===== src/rtl/fec_pkg.sv =====
// fec_pkg: FSM states, block status type and a one-hot test shared by the FEC decoder files
package fec_pkg;
   typedef enum logic [1:0] {S_LOAD, S_EVAL, S_DRAIN} state_t;
   typedef struct packed {
      logic det;
      logic corr;
      logic uncorr;
   } status_t;
   function automatic logic pop_is_one(input logic [31:0] v);
      return v != '0 && (v & (v - 32'd1)) == '0;
   endfunction
endpackage


===== src/rtl/fec_stream_decoder_if.sv =====
// fec_stream_decoder_if: row input stream, corrected row output stream and block status
interface fec_stream_decoder_if #(parameter int WIDTH = 4, parameter int DEPTH = 4);
   logic in_valid, in_ready, in_row_par, out_valid, out_ready, out_last;
   logic err_det, err_corr, err_uncorr;
   logic [WIDTH-1:0] in_data, in_col_par, out_data;
   logic [$clog2(DEPTH)-1:0] err_row;
   logic [$clog2(WIDTH)-1:0] err_col;
   modport master (
      output in_valid, in_data, in_row_par, in_col_par, out_ready,
      input in_ready, out_valid, out_data, out_last, err_det, err_corr, err_uncorr, err_row, err_col
   );
   modport slave (
      input in_valid, in_data, in_row_par, in_col_par, out_ready,
      output in_ready, out_valid, out_data, out_last, err_det, err_corr, err_uncorr, err_row, err_col
   );
endinterface


===== src/rtl/fec_syn_classify.sv =====
// fec_syn_classify: maps row/column syndromes to block status and the data bit to flip
module fec_syn_classify
   import fec_pkg::*;
#(
   parameter int WIDTH = 4,
   parameter int DEPTH = 4
) (
   input  logic [DEPTH-1:0]         row_syn,
   input  logic [WIDTH-1:0]         col_syn,
   output status_t                  st,
   output logic                     flip,
   output logic [$clog2(DEPTH)-1:0] row,
   output logic [$clog2(WIDTH)-1:0] col
);
   localparam int RW = $clog2(DEPTH);
   localparam int CW = $clog2(WIDTH);
   logic row_one, col_one, row_zero, col_zero;
   logic [RW-1:0] r;
   logic [CW-1:0] c;
   always_comb begin
      r = '0;
      c = '0;
      for (int i = 0; i < DEPTH; i++) if (row_syn[i]) r = RW'(i);
      for (int j = 0; j < WIDTH; j++) if (col_syn[j]) c = CW'(j);
   end
   assign row_one = pop_is_one(32'(row_syn));
   assign col_one = pop_is_one(32'(col_syn));
   assign row_zero = row_syn == '0;
   assign col_zero = col_syn == '0;
   assign flip = row_one && col_one;
   assign st.det = !(row_zero && col_zero);
   // a lone row or column syndrome bit means the parity bit itself was hit
   assign st.corr = flip || (row_one && col_zero) || (row_zero && col_one);
   assign st.uncorr = st.det && !st.corr;
   assign row = flip ? r : '0;
   assign col = flip ? c : '0;
endmodule


===== src/rtl/fec_stream_decoder.sv =====
// fec_stream_decoder: 2-D parity block decoder with single-bit correction; FEC_DEC_STATS_EN adds block counters
module fec_stream_decoder
   import fec_pkg::*;
#(
   parameter int WIDTH = 4,
   parameter int DEPTH = 4,
   parameter int CNT_W = 16
) (
   input  logic clk,
   input  logic rst,
`ifdef FEC_DEC_STATS_EN
   input  logic             clr_stats,
   output logic [CNT_W-1:0] cnt_corr,
   output logic [CNT_W-1:0] cnt_uncorr,
`endif
   fec_stream_decoder_if.slave bus
);
   localparam int RW = $clog2(DEPTH);
   localparam int CW = $clog2(WIDTH);
   state_t state, state_n;
   logic [RW-1:0] cnt, er, er_c;
   logic [CW-1:0] ec, ec_c;
   logic [WIDTH-1:0] rows [DEPTH];
   logic [DEPTH-1:0] row_syn;
   logic [WIDTH-1:0] col_syn;
   status_t st, st_c;
   logic flip, last, acc, take, fin;
   fec_syn_classify #(.WIDTH(WIDTH), .DEPTH(DEPTH)) u_classify (
      .row_syn(row_syn),
      .col_syn(col_syn),
      .st(st_c),
      .flip(flip),
      .row(er_c),
      .col(ec_c)
   );
   assign last = cnt == RW'(DEPTH - 1);
   assign acc = state == S_LOAD && bus.in_valid;
   assign take = state == S_DRAIN && bus.out_ready;
   assign fin = take && last;
   always_comb begin
      state_n = state;
      if (acc && last) state_n = S_EVAL;
      if (state == S_EVAL) state_n = S_DRAIN;
      if (fin) state_n = S_LOAD;
   end
   always_ff @(posedge clk)
      if (rst) begin
         state <= S_LOAD;
         cnt <= '0;
         row_syn <= '0;
         col_syn <= '0;
         st <= '0;
         er <= '0;
         ec <= '0;
         for (int i = 0; i < DEPTH; i++) rows[i] <= '0;
      end else begin
         state <= state_n;
         if (acc) begin
            rows[cnt] <= bus.in_data;
            row_syn[cnt] <= ^bus.in_data ^ bus.in_row_par;
            col_syn <= col_syn ^ bus.in_data ^ (last ? bus.in_col_par : '0);
         end
         if (acc || take) cnt <= last ? '0 : cnt + 1'b1;
         // correction is applied in place so draining just reads the buffer
         if (state == S_EVAL) begin
            st <= st_c;
            er <= er_c;
            ec <= ec_c;
            if (flip) rows[er_c][ec_c] <= ~rows[er_c][ec_c];
         end
         if (fin) begin
            row_syn <= '0;
            col_syn <= '0;
            st <= '0;
            er <= '0;
            ec <= '0;
         end
      end
   assign bus.in_ready = state == S_LOAD;
   assign bus.out_valid = state == S_DRAIN;
   assign bus.out_data = bus.out_valid ? rows[cnt] : '0;
   assign bus.out_last = bus.out_valid && last;
   assign bus.err_det = st.det;
   assign bus.err_corr = st.corr;
   assign bus.err_uncorr = st.uncorr;
   assign bus.err_row = er;
   assign bus.err_col = ec;
`ifdef FEC_DEC_STATS_EN
   always_ff @(posedge clk)
      if (rst || clr_stats) begin
         cnt_corr <= '0;
         cnt_uncorr <= '0;
      end else if (state == S_EVAL) begin
         if (st_c.corr && cnt_corr != '1) cnt_corr <= cnt_corr + 1'b1;
         if (st_c.uncorr && cnt_uncorr != '1) cnt_uncorr <= cnt_uncorr + 1'b1;
      end
`endif
endmodule


===== src/flat_wrapper.sv =====
// flat-port wrapper written by rule: the top's interface ports become plain ports
module fec_stream_decoder_flat import fec_pkg::*;
#(
   parameter int WIDTH = 4,
   parameter int DEPTH = 4,
   parameter int CNT_W = 16
)
  (clk, rst, bus_in_valid, bus_in_data, bus_in_row_par, bus_in_col_par, bus_out_ready, bus_in_ready, bus_out_valid, bus_out_data, bus_out_last, bus_err_det, bus_err_corr, bus_err_uncorr, bus_err_row, bus_err_col);
  fec_stream_decoder_if #(.WIDTH(WIDTH), .DEPTH(DEPTH)) bus_i ();
  input  logic clk;
  input  logic rst;
  input wire logic [$bits(bus_i.in_valid)-1:0] bus_in_valid;
  input wire logic [$bits(bus_i.in_data)-1:0] bus_in_data;
  input wire logic [$bits(bus_i.in_row_par)-1:0] bus_in_row_par;
  input wire logic [$bits(bus_i.in_col_par)-1:0] bus_in_col_par;
  input wire logic [$bits(bus_i.out_ready)-1:0] bus_out_ready;
  output wire logic [$bits(bus_i.in_ready)-1:0] bus_in_ready;
  output wire logic [$bits(bus_i.out_valid)-1:0] bus_out_valid;
  output wire logic [$bits(bus_i.out_data)-1:0] bus_out_data;
  output wire logic [$bits(bus_i.out_last)-1:0] bus_out_last;
  output wire logic [$bits(bus_i.err_det)-1:0] bus_err_det;
  output wire logic [$bits(bus_i.err_corr)-1:0] bus_err_corr;
  output wire logic [$bits(bus_i.err_uncorr)-1:0] bus_err_uncorr;
  output wire logic [$bits(bus_i.err_row)-1:0] bus_err_row;
  output wire logic [$bits(bus_i.err_col)-1:0] bus_err_col;
  assign bus_i.in_valid = bus_in_valid;
  assign bus_i.in_data = bus_in_data;
  assign bus_i.in_row_par = bus_in_row_par;
  assign bus_i.in_col_par = bus_in_col_par;
  assign bus_i.out_ready = bus_out_ready;
  assign bus_in_ready = bus_i.in_ready;
  assign bus_out_valid = bus_i.out_valid;
  assign bus_out_data = bus_i.out_data;
  assign bus_out_last = bus_i.out_last;
  assign bus_err_det = bus_i.err_det;
  assign bus_err_corr = bus_i.err_corr;
  assign bus_err_uncorr = bus_i.err_uncorr;
  assign bus_err_row = bus_i.err_row;
  assign bus_err_col = bus_i.err_col;
  fec_stream_decoder #(.WIDTH(WIDTH), .DEPTH(DEPTH), .CNT_W(CNT_W)) u_core (.clk(clk), .rst(rst), .bus(bus_i));
endmodule

===== config.mk =====
export PLATFORM = sky130hd
export DESIGN_NAME = fec_stream_decoder_flat
export DESIGN_NICKNAME = d
export VERILOG_FILES = /design/src/rtl/fec_pkg.sv /design/src/rtl/fec_stream_decoder_if.sv /design/src/rtl/fec_syn_classify.sv /design/src/rtl/fec_stream_decoder.sv /design/src/flat_wrapper.sv
export SDC_FILE = /design/constraint.sdc
export NUM_CORES = 1
export LEC_CHECK = 0
export ABC_AREA = 1
export CAP_MARGIN = 20
export CORE_ASPECT_RATIO = 0.9
export CORE_MARGIN = 4
export CORE_UTILIZATION = 45
export DETAILED_ROUTE_END_ITERATION = 8
export PLACE_DENSITY = 0.66
export SLEW_MARGIN = 20
export SYNTH_ARGS = -nofsm -noshare
export SYNTH_HDL_FRONTEND = slang
export SYNTH_SLANG_ARGS = --single-unit

===== constraint.sdc =====
create_clock -name clk -period 4.5 [get_ports clk]
set_input_delay 0.9 -clock clk [delete_from_list [all_inputs] [get_ports clk]]
set_output_delay 0.9 -clock clk [all_outputs]
set_load 0.1 [all_outputs]

==> metrics.cfg <==
[die]
num_io_pins=27
dieArea_um2=6380
die_h_um=76.2
die_x_um=83.8
coreArea_um2=4920
rows=24
initial_core_util_pct=47.2

[outcome]
outcome=completed

[synth]
synth-async-reset-ratio_pct=0
synth-xor-area-share_pct=1.51
synth-main-ff-cell=dfxtp_1
yosysWarningCount=0
synth_compound_area_share_pct=16.1
synthTopCellsByArea=edfxtp_1, dfxtp_1, nand2_1
synth_cell_types=29
synth_top_area_share_pct=20.7
ys_top_cells_by_count=nand2_1, inv_1, a21oi_1
synth.net_count=337
ys_ff_latch=37
avgSynthCellArea_um2=7.26
synth_most_common_cell=nand2_1
synth_top_area_cell=edfxtp_1
ys_seq_area_share_pct=38.8
synthCells=320
syn_area_um2=2320
synth_mux_area_share_pct=0
synth_fa_ha_area_share_pct=2.15
synth_edf_count=16
synth_top_family_by_area=simple AND/OR/NAND/NOR gates
yosys.area_share.simple_pct=33.1

[power]
peakVddDrop_uv=157
p_leak_nw=1.22
p_per_area_nw_per_um2=318

[final_layout]
fin_cells=415
drive_above_1_share_pct=11.1
insertedDiodeCount=0
multi_input_area_um2=1230
area_delta_synth_final_pct=17.9
nFillCells=473
regArea_um2=901
final_util_pct=55.6
nets=366

[route]
via_per_inst=5.17
wl_per_cell_um=14.1
drtIter0Drc=192
ant_nets=0
drt-total-wl_um=5860
vias=2144
drcViolationCount=0
drtPass1Iterations=5

[placement]
gp_congestion=0.866
portBuffers=26
hpwl_um=4380
dp_cells=407

[critical_path]
endpoint_kind=primary output
cp.arrival_ns=2.52
worst_setup_path_start_kind=flop
critPathKind=flop to primary output
cp_max_fo=11
required_ns=3.60

[timing]
finalSetupViolCount=0
tns_ns=0
finalCriticalPeriod_ns=3.42
finClkSkew_ns=0.00962
fmax_mhz=292
whs_ns=0.470
hold_violations=0
fin_crit_sh_pct=76.1
rsz0062_at_grt=no
slew_violations=0
tightestPinTransition_ns=0.979
slew_headroom_pct=34.5

[grt]
grt_first_pass_wirelength_um=9930
antenna_found_initial=0
grt_util_met3_pct=4.97
globalRoute.busiestLayer=met2
track_usage_pct=19.4
grt_start_max_net_pins=17
grt_pass1_vias=2016
gr-usage-met1_pct=26.2
grt.met2_usage_pct=30.4
grt-ovfl-total=0

[cts]
tritoncts=built
cts_setup_buffers=0
ctsHoldBuffers=0
insertion_delay_ns=0.30
post_cts_resized=0
htreeDepth=2
clock_path_buffers=2
clock-sinks=37
cts_made_buffers=5
cts_root_buf=clkbuf_8
clk_pin_slew_ns=0.08

[min_path]
hold_class=flop to flop

[job]
maxCapViolCount=0

-- stage by stage --
stage                     setup WS [ns]  power (mW)  cell area [um2]
after CTS                          1.09       0.873             2740
after detailed placement           1.43       0.621             2640
final                              1.08       0.872             2740
after floorplan                    1.34       0.566             2320
after global routing              0.951       0.917             2740
after global placement             1.43       0.618             2640
-- final cells by class --
cell class | instances | share of cell area (%)
clock inverters | 2 | 0.502
multi-input cells | 234 | 44.9
repair buffers | 26 | 9.50
inverters | 45 | 6.26
clock buffers | 6 | 3.01
well taps | 65 | 2.97
flip-flops and latches | 37 | 32.9
-- sequential cells by signal (all words and copies together), names as in the netlist, 2 cells and up, named ones only --
name	flops
u_core.bus.err_col	2
u_core.bus.err_row	2
u_core.cnt	2
u_core.col_syn	4
u_core.row_syn	4
u_core.rows	16
u_core.state	2
-- cell usage in the layout (no fill, tap or decap) --
cell type and count:
inv_2 6, xor2_1 2, nor2_1 30, nand3_4 3
nor2_8 2, a21oi_2 1, nand2_1 84, edfxtp_1 16
nor2_2 4, xnor2_1 2, clkbuf_8 6, nor2_4 2
a21oi_1 31, a31oi_1 4, dfxtp_1 21, clkinv_4 1
nand2_2 4, nand2_4 5, a211oi_1 2, ha_1 4
clkdlybuf4s50_1 26, nand3_1 24, o21ai_2 1, inv_1 36
o211ai_1 1, o22ai_2 2, inv_4 1, clkinv_1 2
o21ai_1 1, o21ai_0 25, clkinv_2 1
-- per-layer routing --
metal  vias to the layer above  part of all wire (%)  wire length [um]
met5                         -                     0                 0
met2                        81                    44              2600
li1                       1099                     -                 -
met1                       956                    47              2780
met3                         8                   7.1               414
met4                         0                   1.1                66
-- cells by family (layout without fill, tap and decap cells) --
group                      after synthesis  after routing
and+or+nand+nor                        158            158
adders and majority gates                4              4
xor gates and xnor gates                 4              4
DFF                                     37             37
buffers and inverters                   49             79
AOI/OAI and AO/OA                       68             68
-- final timing paths --
path                             from             endpoint  slack, ns  cells past startpoint
hold reg to reg   u_core.bus.err_corr  u_core.bus.err_corr       0.47                      2
setup / recovery        u_core.cnt[0]         bus_out_last       1.08                      4
hold / removal    u_core.bus.err_corr  u_core.bus.err_corr       0.47                      2
setup reg to reg      u_core.state[0]    u_core.rows[1][0]       2.17                     10
-- power by group --
part           internal, mW  total (mW)  switching [mW]  leakage, nW
clock                 0.124       0.257           0.133       0.0512
combinational        0.0711       0.219           0.148        0.832
sequential            0.374       0.396          0.0223        0.338
total                 0.569       0.872           0.303         1.22
-- critical path, cell delays in order (launching register included) --
cell and delay [ns]:
dfxtp_1 0.45, ha_1 0.41, inv_1 0.11, nor2_1 0.12, clkdlybuf4s50_1 1.14
Note: power is estimated with default switching activity, not from simulation.
==> edit 1, RTL diff (same settings) <==
`DEPTH` is set to 4 in 4 places; all go to 2.
--- a/src/rtl/fec_stream_decoder_if.sv
+++ b/src/rtl/fec_stream_decoder_if.sv
@@ -1,3 +1,3 @@
 // fec_stream_decoder_if: row input stream, corrected row output stream and block status
-interface fec_stream_decoder_if #(parameter int WIDTH = 4, parameter int DEPTH = 4);
+interface fec_stream_decoder_if #(parameter int WIDTH = 4, parameter int DEPTH = 2);
    logic in_valid, in_ready, in_row_par, out_valid, out_ready, out_last;
--- a/src/rtl/fec_syn_classify.sv
+++ b/src/rtl/fec_syn_classify.sv
@@ -5,3 +5,3 @@
    parameter int WIDTH = 4,
-   parameter int DEPTH = 4
+   parameter int DEPTH = 2
 ) (
--- a/src/rtl/fec_stream_decoder.sv
+++ b/src/rtl/fec_stream_decoder.sv
@@ -5,3 +5,3 @@
    parameter int WIDTH = 4,
-   parameter int DEPTH = 4,
+   parameter int DEPTH = 2,
    parameter int CNT_W = 16
--- a/src/flat_wrapper.sv
+++ b/src/flat_wrapper.sv
@@ -4,3 +4,3 @@
    parameter int WIDTH = 4,
-   parameter int DEPTH = 4,
+   parameter int DEPTH = 2,
    parameter int CNT_W = 16
Interface: changed (resized bus_err_row); port bits go from 27 to 26. No check against the original RTL was run, so the function may have changed too.
==> edit 1 against the original RTL <==
- power fell by 35%
- area after synthesis is 39% lower
- sequential cell count decreased by 13
- utilization increased by 1.4 points
- register-to-register slack improved by 40 ps
- non-clock buffer count decreased by 1
- worst setup slack worse by 49 ps
- wire length shrank 41%
- sequential power down 33%
- cell count down 34%
- design area fell by 37%
- critical path type unchanged
- critical endpoint is now bus_out_data[3]
==> edit 1: results (changes against the original RTL) <==
metric,value,unit,change
Total Wirelength,3.47,mm,was 5.86 mm
met3 Use GR,0.0420,,was 0.0497
largest cells by area after synthesis,"dfxtp_1 22%, edfxtp_1 17%, nand2_1 15%",,"was edfxtp_1 21%, dfxtp_1 18%, nand2_1 14%"
clock-cell share of area,0.0151,,was 0.0352
GP Congestion,0.868,,was 0.866
Final Cell Area,1740,sq um,was 2740 sq um
#MultiIn Comb,145,,was 234
"Largest stage delay, worst path",1160,ps,was 1140 ps
Synth top cells by count,"57 x nand2_1, 29 x inv_1, 20 x a21oi_1",,"was 84 x nand2_1, 36 x inv_1, 31 x a21oi_1"
vias in the first global route,1346,,was 2016
Power Total,567,uW,was 872 uW
Clock Power Share,0.181,,was 0.295
PortBufs,25,,was 26
Clock Latency Late Sink,320,ps,was 300 ps
total nets after synthesis,219,,was 337
CTS buffer count,3,,was 5
"EDFF count, synth",8,,was 16
run status,completed,,unchanged
Non-clk bufs,25,,was 26
DRT met1 WL,1.49,mm,was 2.78 mm
Reg power frac,0.468,,was 0.454
DR WL met3,211,microns,was 414 microns
nonclk inv count,33,,was 45
"Seq/Total Area, Yosys",0.393,,was 0.388
first-pass GRT wire length,5.41,mm,was 9.93 mm
HPWL after DPL,2.75,mm,was 4.38 mm
largest registers,"u_core.rows: 8 flops, u_core.col_syn: 4 flops",,"was u_core.rows: 16 flops, u_core.col_syn: 4 flops, u_core.row_syn: 4 flops"
# clk buffers,4,,was 6
largest net degree at the start of global routing,14,,was 17
Rows,19,,was 24
Cells after DPL,269,,was 407
Iter 0 DRT Violations,89,,was 192
clk slew on worst S/H paths,130,ps,was 80 ps
share of layout cells above drive strength 1,0.0866,,was 0.111
met2 WL post-DR,1.68,mm,was 2.60 mm
P_int,340,uW,was 569 uW
Fillers,329,,was 473
GR Layer Usage met1,0.194,,was 0.262
Seq Cell Count,24,,was 37
register area,561,sq um,was 901 sq um
# H-tree levels,1,,was 2
CTS root buffer,clkbuf_4,,was clkbuf_8
crit path DAT,2570,ps,was 2520 ps
final net count,246,,was 366
edit 1: worst paths after layout:
kind	cells past startpoint	endpoint	start	slack, ps
hold / removal	2	u_core.bus.err_det$_SDFFE_PP0P_	u_core.bus.err_det$_SDFFE_PP0P_	470
hold reg to reg	2	u_core.bus.err_det$_SDFFE_PP0P_	u_core.bus.err_det$_SDFFE_PP0P_	470
setup / recovery	5	bus_out_data[3]	u_core.state[1]$_SDFFE_PP0P_	1030
setup reg to reg	10	u_core.rows[1][2]$_SDFFCE_PN0P_	u_core.row_syn[1]$_SDFFE_PP0P_	2210
edit 1: cell families (layout without fill, tap and decap cells):
family / after synthesis / count (layout) / synth area share
AOI/OAI and AO/OA: 49 / 49 / 0.197
xor gates and xnor gates: 4 / 4 / 0.0246
adders and majority gates: 1 / 1 / 0.00877
buffers and inverters: 36 / 62 / 0.101
DFF: 24 / 24 / 0.393
and+or+nand+nor: 91 / 91 / 0.275
==> edit 2, RTL diff (config.mk and constraints unchanged) <==
Without the edit above. Register the output `bus.err_corr`; this adds one clock of latency there.
--- a/src/rtl/fec_stream_decoder.sv
+++ b/src/rtl/fec_stream_decoder.sv
@@ -83,3 +83,5 @@
    assign bus.err_det = st.det;
-   assign bus.err_corr = st.corr;
+   always_ff @(posedge clk) begin
+      bus.err_corr <= st.corr;
+   end
    assign bus.err_uncorr = st.uncorr;
Behaviour: not the same (Yosys sat finds a counterexample within 10 cycles, from zero or initial values and one cycle with rst high).
==> edit 2 against the original RTL <==
- wire length increased by 0.67%
- design area is 1.2% higher
- clock power grew 15%
- sequential cell count up 1
- area after synthesis rose by 0.86%
- synthesized cell count rose by 0.31%
- first-iteration DRC count decreased by 24%
- clock skew fell by 2.2 ps
- worst setup slack worse by 6.5 ps
- sequential share of layout area rose by 0.34 points
- die area is 0.78% higher
- power increased by 5.6%
- critical endpoint unchanged
- largest power group unchanged
==> edit 2: results (changes against the original RTL) <==
metric,value,unit,change
initial antenna violation count,0,,unchanged
Total Wirelength,5.90,mm,was 5.86 mm
PortBufs,26,,unchanged
vias in the first global route,1975,,was 2016
"Largest stage delay, worst path",1150,ps,
period utilization,0.762,,was 0.761
hold path endpoint,u_core.bus.err_corr$_DFF_P_,,was u_core.bus.err_corr$_SDFFE_PP0P_
"Seq/Total Area, Yosys",0.393,,was 0.388
Pleak,1.24,nW,was 1.22 nW
1st-pass router iterations,4,,was 5
largest net degree at the start of global routing,17,,unchanged
GRT Total Usage,0.193,,was 0.194
buffer depth of the longest clock path,2,,unchanged
Iter 0 DRT Violations,145,,was 192
CTS root buffer,clkbuf_8,,unchanged
Power Total,920,uW,was 872 uW
total nets after synthesis,338,,was 337
DRT met1 WL,2.81,mm,was 2.78 mm
yosys warns,0,,unchanged
hold slack final,362,ps,was 470 ps
Rel. slew slack,0.349,,was 0.345
met2 WL post-DR,2.62,mm,was 2.60 mm
Hold Path Depth,0,,was 2
Clock Latency Late Sink,300,ps,about the same
largest cells by area after synthesis,"edfxtp_1 20%, dfxtp_1 19%, nand2_1 13%",,"was edfxtp_1 21%, dfxtp_1 18%, nand2_1 14%"
Hold Crit Start,u_core.st[1]$_SDFFE_PP0P_,,was u_core.bus.err_corr$_SDFFE_PP0P_
DR WL met3,394,microns,was 414 microns
Setup TNS,0,ps,unchanged
crit path launch,u_core.cnt[0]$_SDFFE_PP0N_,,unchanged
flop-to-flop setup slack,2190,ps,was 2170 ps
# H-tree levels,2,,unchanged
first-pass GRT wire length,9.78,mm,was 9.93 mm
largest fanout on the critical path,11,,unchanged
Synth top cells by count,"84 x nand2_1, 36 x inv_1, 31 x a21oi_1",,unchanged
run status,completed,,unchanged
uppermost layer routed,met4,,unchanged
Crit. End Element,primary output,,unchanged
DRT antenna net count,0,,unchanged
DP Worst Slack,1430,ps,about the same
n_diodes,0,,unchanged
share of layout cells above drive strength 1,0.111,,about the same
crit path DAT,2530,ps,was 2520 ps
final net count,367,,was 366
GR Layer Usage met1,0.267,,was 0.262
clk slew on worst S/H paths,80,ps,about the same
Cells after DPL,408,,was 407
post-CTS setup buffer count,0,,unchanged
Area after DPL,2660,sq um,was 2640 sq um
HPWL after DPL,4.39,mm,was 4.38 mm
R2R cell count,10,,unchanged
Syn Inst Count,321,,was 320
GP Congestion,0.871,,was 0.866
Max VDD drop,0.193,mV,was 0.157 mV
met3 Use GR,0.0497,,unchanged
vias per cell,5.14,,was 5.17
Routed WL per cell,14.2,microns,was 14.1 microns
largest registers,"u_core.rows: 16 flops, u_core.col_syn: 4 flops, u_core.row_syn: 4 flops",,unchanged
setup skew after layout,7.42,ps,was 9.62 ps
met2 global-route usage,0.297,,was 0.304
## edit 2: cell count changes in the layout (fill, tap and decap cells not counted)
cell,change
bufinv_16,+1
clkbuf_8,-1
clkinv_2,+1
clkinv_4,-1
dfxtp_1,+1
## edit 2: final cells by class
cell class	instances	area [sq um]
multi-input combinational	234	1230
fill	500	2180
clock buffer	5	68.8
tap	65	81.3
sequential	38	921
clock inverter	3	40.0
inverter	45	171
timing repair buffer	26	260
## edit 2: logic make-up after synthesis
family	share of synthesized area
AND/OR/NAND/NOR	0.328
XOR/XNOR	0.0149
flip-flops	0.393
adder cells (fa/ha/maj)	0.0213
buffers and inverters	0.0827
AO/OA/AOI/OAI	0.160
## edit 2: power breakdown
part / switching, mW / internal [mW] / leakage [nW]
registers: 0.0229 / 0.383 / 0.346
clock network: 0.132 / 0.163 / 0.0579
logic: 0.148 / 0.0711 / 0.832
total: 0.303 / 0.617 / 1.24
